--- config.mk ---
export PLATFORM = sky130hd
export DESIGN_NAME = rr_bus_arbiter
export DESIGN_NICKNAME = d
export VERILOG_FILES = /design/src/rtl/rr_arb_pkg.sv /design/src/rtl/rr_bus_arbiter_mux4to1.sv /design/src/rtl/rr_bus_arbiter.sv
export SDC_FILE = /design/constraint.sdc
export NUM_CORES = 1
export LEC_CHECK = 0
export ABC_AREA = 1
export CORE_ASPECT_RATIO = 1.5
export CORE_MARGIN = 4
export CORE_UTILIZATION = 41
export DETAILED_ROUTE_END_ITERATION = 10
export MAX_ROUTING_LAYER = met4
export PLACE_DENSITY = 0.78
export SLEW_MARGIN = 5
export SYNTH_ARGS = -nofsm -noshare
export SYNTH_HDL_FRONTEND = slang
export SYNTH_SLANG_ARGS = --single-unit
--- constraint.sdc ---
create_clock -name clk -period 2.4 [get_ports clk]
set_input_delay 0.24 -clock clk [delete_from_list [all_inputs] [get_ports clk]]
set_output_delay 0.24 -clock clk [all_outputs]
set_load 0.01 [all_outputs]
--- src/rtl/rr_arb_pkg.sv ---
// Shared definitions for the round-robin result-bus arbiter.
//   NUM_REQ     : number of requesters sharing the bus
//   SEL_W       : width of the mux select / owner index
//   arb_state_e : arbiter FSM encoding (IDLE, OWN)
//   onehot()    : converts an owner index into a one-hot grant vector
package rr_arb_pkg;

   localparam int NUM_REQ = 4;
   localparam int SEL_W   = 2;

   typedef enum logic {
      IDLE = 1'b0,
      OWN  = 1'b1
   } arb_state_e;

   function automatic logic [NUM_REQ-1:0] onehot(input logic [SEL_W-1:0] sel);
      onehot      = '0;
      onehot[sel] = 1'b1;
   endfunction

endpackage

--- src/rtl/rr_bus_arbiter_mux4to1.sv ---
// Four-input, WIDTH-bit combinational multiplexer feeding the shared result bus.
// Ports:
//   sel        : 2-bit source select
//   d0..d3     : source data
//   y          : selected data
module mux4to1 #(
   parameter int WIDTH = 16
) (
   input  logic [1:0]       sel,
   input  logic [WIDTH-1:0] d0,
   input  logic [WIDTH-1:0] d1,
   input  logic [WIDTH-1:0] d2,
   input  logic [WIDTH-1:0] d3,
   output logic [WIDTH-1:0] y
);

   always_comb begin
      case (sel)
         2'd0:    y = d0;
         2'd1:    y = d1;
         2'd2:    y = d2;
         default: y = d3;
      endcase
   end

endmodule

--- src/rtl/rr_bus_arbiter.sv ---
// Round-robin arbiter sharing one WIDTH-bit result bus between four requesters.
// An owner keeps the bus for up to MAX_HOLD accepted beats, or until it drops
// its request; the next owner is chosen in the same cycle so grants chain
// back-to-back without an idle bubble. Downstream backpressure freezes the
// burst in place.
// Optional build macro: RR_ARB_PRIO0_EN -- requester 0 wins every arbitration
// point it requests at, without moving the rotation pointer.
// Ports:
//   clk, rst_n : rising-edge clock, asynchronous active-low reset
//   req[3:0]   : per-requester beat-valid
//   d0..d3     : per-requester data
//   out_ready  : downstream accepts the current beat
//   gnt[3:0]   : registered one-hot grant (zero when idle)
//   sel[1:0]   : registered mux select (owner index)
//   y          : selected data
//   y_valid    : beat on y is valid
module rr_bus_arbiter
   import rr_arb_pkg::*;
#(
   parameter int WIDTH    = 16,
   parameter int MAX_HOLD = 4
) (
   input  logic               clk,
   input  logic               rst_n,
   input  logic [NUM_REQ-1:0] req,
   input  logic [WIDTH-1:0]   d0,
   input  logic [WIDTH-1:0]   d1,
   input  logic [WIDTH-1:0]   d2,
   input  logic [WIDTH-1:0]   d3,
   input  logic               out_ready,
   output logic [NUM_REQ-1:0] gnt,
   output logic [SEL_W-1:0]   sel,
   output logic [WIDTH-1:0]   y,
   output logic               y_valid
);

   localparam logic [3:0] HOLD_LAST = 4'(MAX_HOLD - 1);

   arb_state_e         state_q, state_d;
   logic [NUM_REQ-1:0] gnt_q,   gnt_d;
   logic [SEL_W-1:0]   sel_q,   sel_d;
   logic [SEL_W-1:0]   ptr_q,   ptr_d;
   logic [3:0]         cnt_q,   cnt_d;

   logic               accept;
   logic               release_own;
   logic [SEL_W-1:0]   ptr_rel;
   logic [SEL_W-1:0]   win_idle;
   logic [SEL_W-1:0]   win_rel;

   // First requester at or after 'start' in circular order.
   function automatic logic [SEL_W-1:0] pick(input logic [NUM_REQ-1:0] r,
                                             input logic [SEL_W-1:0]   start);
      logic [SEL_W-1:0] idx;
      logic             found;
      pick  = start;
      found = 1'b0;
      for (int k = 0; k < NUM_REQ; k++) begin
         idx = start + SEL_W'(k);
         if (!found && r[idx]) begin
            pick  = idx;
            found = 1'b1;
         end
      end
`ifdef RR_ARB_PRIO0_EN
      if (r[0]) pick = '0;
`endif
   endfunction

   always_comb begin
      y_valid     = (state_q == OWN) && req[sel_q];
      accept      = y_valid && out_ready;
      release_own = (state_q == OWN) &&
                    (!req[sel_q] || (accept && (cnt_q == HOLD_LAST)));
`ifdef RR_ARB_PRIO0_EN
      // A requester-0 tenure never advances the rotation among 1..3.
      ptr_rel     = (sel_q == '0) ? ptr_q : sel_q + 2'd1;
`else
      ptr_rel     = sel_q + 2'd1;
`endif
      win_idle    = pick(req, ptr_q);
      win_rel     = pick(req, ptr_rel);

      state_d = state_q;
      gnt_d   = gnt_q;
      sel_d   = sel_q;
      ptr_d   = ptr_q;
      cnt_d   = cnt_q;

      case (state_q)
         IDLE: begin
            if (|req) begin
               state_d = OWN;
               sel_d   = win_idle;
               gnt_d   = onehot(win_idle);
               cnt_d   = '0;
            end
         end
         default: begin
            if (release_own) begin
               ptr_d = ptr_rel;
               cnt_d = '0;
               if (|req) begin
                  sel_d = win_rel;
                  gnt_d = onehot(win_rel);
               end else begin
                  state_d = IDLE;
                  gnt_d   = '0;
                  sel_d   = '0;
               end
            end else if (accept) begin
               cnt_d = cnt_q + 4'd1;
            end
         end
      endcase
   end

   always_ff @(posedge clk or negedge rst_n) begin
      if (!rst_n) begin
         state_q <= IDLE;
         gnt_q   <= '0;
         sel_q   <= '0;
         ptr_q   <= '0;
         cnt_q   <= '0;
      end else begin
         state_q <= state_d;
         gnt_q   <= gnt_d;
         sel_q   <= sel_d;
         ptr_q   <= ptr_d;
         cnt_q   <= cnt_d;
      end
   end

   assign gnt = gnt_q;
   assign sel = sel_q;

   mux4to1 #(.WIDTH(WIDTH)) u_mux (
      .sel (sel_q),
      .d0  (d0),
      .d1  (d1),
      .d2  (d2),
      .d3  (d3),
      .y   (y)
   );

endmodule
==> results.cfg <==
[global_routing]
grt_pass1_wl_um = 10600
grt_util_all_layers_pct = 23.5
antenna_found_initial = 0
grt_start_max_net_pins = 33
grt_pass1_vias = 2192
overflow = 0

[clock_tree]
cts_tree = built
clk_latency_ps = 240
postCtsHoldBufs = 0
clock-root-buffer = clkbuf_8
numCtsBuffers = 3
path_clk_slew_ps = 60
cts_num_sinks = 13
clock_path_buffers = 2
cts_htree_levels = 1

[timing]
rsz0062_at_grt = false
max_slew_margin_pct = 58.9
finalCritPeriodShare_pct = 95.4
setup_ws_ps = 110
finClkSkew_ps = 1.25
final.setup.tns_ps = 0
hold_viol = 0
tightest_slew_ps = 615
whs_ps = 380
finalSetupViolations = 0
timing.fmax_ghz = 0.437
period_needed_ps = 2290
drv_slew = 0

[setup_path]
path_class = reg2out
crit_required_ps = 2160
cp_max_fo = 16
regToRegSetupSlack_ps = 260
worstPathArrival_ps = 2050
end_kind = output port
r2r_cells = 16
critPathLaunchType = flip-flop

[finish]
diodes = 0
nets = 478
area_growth_pct = 58.8
drive_gt1_share_pct = 16.5
seqCellArea_um2 = 325
fillers = 392
multiInputGateArea_um2 = 1320

[floorplanning]
dieArea_um2 = 5620
io_pins = 94
fp.dieW_um = 62.5
design.core.area_um2 = 4280
start_util_pct = 42.7
die-height_um = 89.8
row_count = 29

[synth]
seq_area_frac_synth_pct = 17.8
synth.most_common_cell = nand2_1
synth_cells = 306
synth_cell_types = 29
synthFlopType = dfrtp_1
syn_area_um2 = 1830
syn_nets = 382
yosysTopAreaCell = nand2_1
ys_seq_elements = 13
synthArstFlopShare_pct = 100
syn_area_per_cell_um2 = 5.98
ys_top_cells_by_count = nand2_1, nand2_2, o21ai_0
synth_edf_count = 0
synth_top_cells_by_area = nand2_1, dfrtp_1, nand2_2, a22o_1, o21ai_0
ys_warn_count = 0
synth.top_cell.area_share_pct = 24.4

[placement]
hpwl_um = 5200
place.gp.congestion = 0.894
port_buffers = 93
dp_slack_ps = 270

[detailed_routing]
wirelength_um = 6420
wl_per_cell_um = 14.4
vias_per_cell = 5.22
antenna_left = 0
drt_first_pass_iters = 4
vias = 2333
drcViolationCount = 0
first_iter_violations = 116

[power]
p_leak_uw = 0.00144
irDropWorstVdd_mv = 0.970
totalPowerFinal_uw = 3970
power_density_nw_per_um2 = 1370

[worst_hold_path]
min_path_type = in2async

[job]
maxCapViolations = 0

[run_status]
status = finished, final reports clean
==> power by group <==
part | switching, µW | internal, µW | total, µW
Combinational | 1920 | 1450 | 3370
Clock | 81.7 | 117 | 199
Sequential | 101 | 302 | 404
Total | 2100 | 1870 | 3970
==> cell type report <==
| class | instances | area share (%) |
|---|---|---|
| Sequential cell | 13 | 11.2 |
| Timing Repair Buffer | 105 | 36.4 |
| Inverter | 26 | 3.45 |
| Clock buffer | 4 | 1.55 |
| Tap cell | 46 | 1.98 |
| Multi-Input combinational cell | 253 | 45.4 |
==> worst paths after layout <==
check | from | end
min in group clk | gnt[0] | gnt[0]
max in group asynchronous | rst_n | ptr_q[1]
hold reg to reg | gnt[0] | gnt[0]
setup reg to reg | sel[0] | gnt[1]
hold / removal | rst_n | gnt[2]
setup / recovery | sel[0] | y[10]
==> kinds of logic (layout without fill, tap and decap cells) <==
family | Yosys count | after routing | share of synthesized area [%]
AO/OA/AOI/OAI | 61 | 61 | 21.0
adder cells (fa/ha/maj) | 5 | 5 | 3.42
flip-flops | 13 | 13 | 17.8
multiplexers | 1 | 1 | 0.547
buffers and inverters | 40 | 135 | 10.3
AND/OR/NAND/NOR | 186 | 186 | 46.9
==> metrics by stage <==
step | utilization, % | instance area, µm² | std cells
final | 67.8 | 2900 | 447
after global routing | 67.8 | 2900 | 447
after CTS | 67.3 | 2880 | 446
after detailed placement | 66.2 | 2840 | 442
after global placement | 66.2 | 2840 | 442
after floorplan | - | 1830 | 306
==> flip-flops by register name, indices dropped and copies added, names as in the netlist <==
signal and count:
state_q 1, cnt_q 4, gnt 4, ptr_q 2, sel 2
==> per-layer routing <==
layer | GRT usage (%) | wire [µm] | vias up
li1 | - | - | 1184
met1 | 26.8 | 2660 | 1051
met2 | 41.9 | 3230 | 92
met3 | 5.36 | 477 | 6
met4 | 4.24 | 51 | 0
met5 | - | 0 | -
==> cells in the final DEF, fill, tap and decap left out, types with 2 or more instances in the layout <==
| cell | netlist | final |
|---|---|---|
| nand2_1 | 119 | 119 |
| clkdlybuf4s50_1 | 0 | 88 |
| nand2_2 | 32 | 32 |
| nand3_1 | 21 | 21 |
| inv_1 | 19 | 19 |
| o21ai_0 | 23 | 18 |
| a21oi_1 | 17 | 17 |
| a22o_1 | 16 | 16 |
| dfrtp_1 | 13 | 13 |
| buf_4 | 1 | 10 |
| o21ai_1 | 1 | 6 |
| inv_2 | 5 | 5 |
| dlymetal6s2s_1 | 0 | 5 |
| ha_1 | 5 | 4 |
| clkbuf_8 | 1 | 3 |
| nand4_1 | 2 | 2 |
| o21ai_2 | 2 | 2 |
| nand2_4 | 2 | 2 |
| clkinv_2 | 2 | 2 |
| nor2_4 | 2 | 2 |
| nor2_1 | 2 | 2 |
| nor2_2 | 2 | 2 |
| buf_12 | 0 | 2 |
==> critical path, stage by stage, from the launching register on <==
cell             delay, ps
dfrtp_1                430
inv_2                   90
ha_1                   190
buf_12                 150
a22o_1                 130
a21oi_1                 40
o21ai_1                190
clkdlybuf4s50_1        570
==> timing repair <==
item	4_1_cts	5_1_grt
endpoints found under the setup margin	2	15
buffers inserted	0	1
resized for setup	2	9
Power figures use the tool's default switching activity.
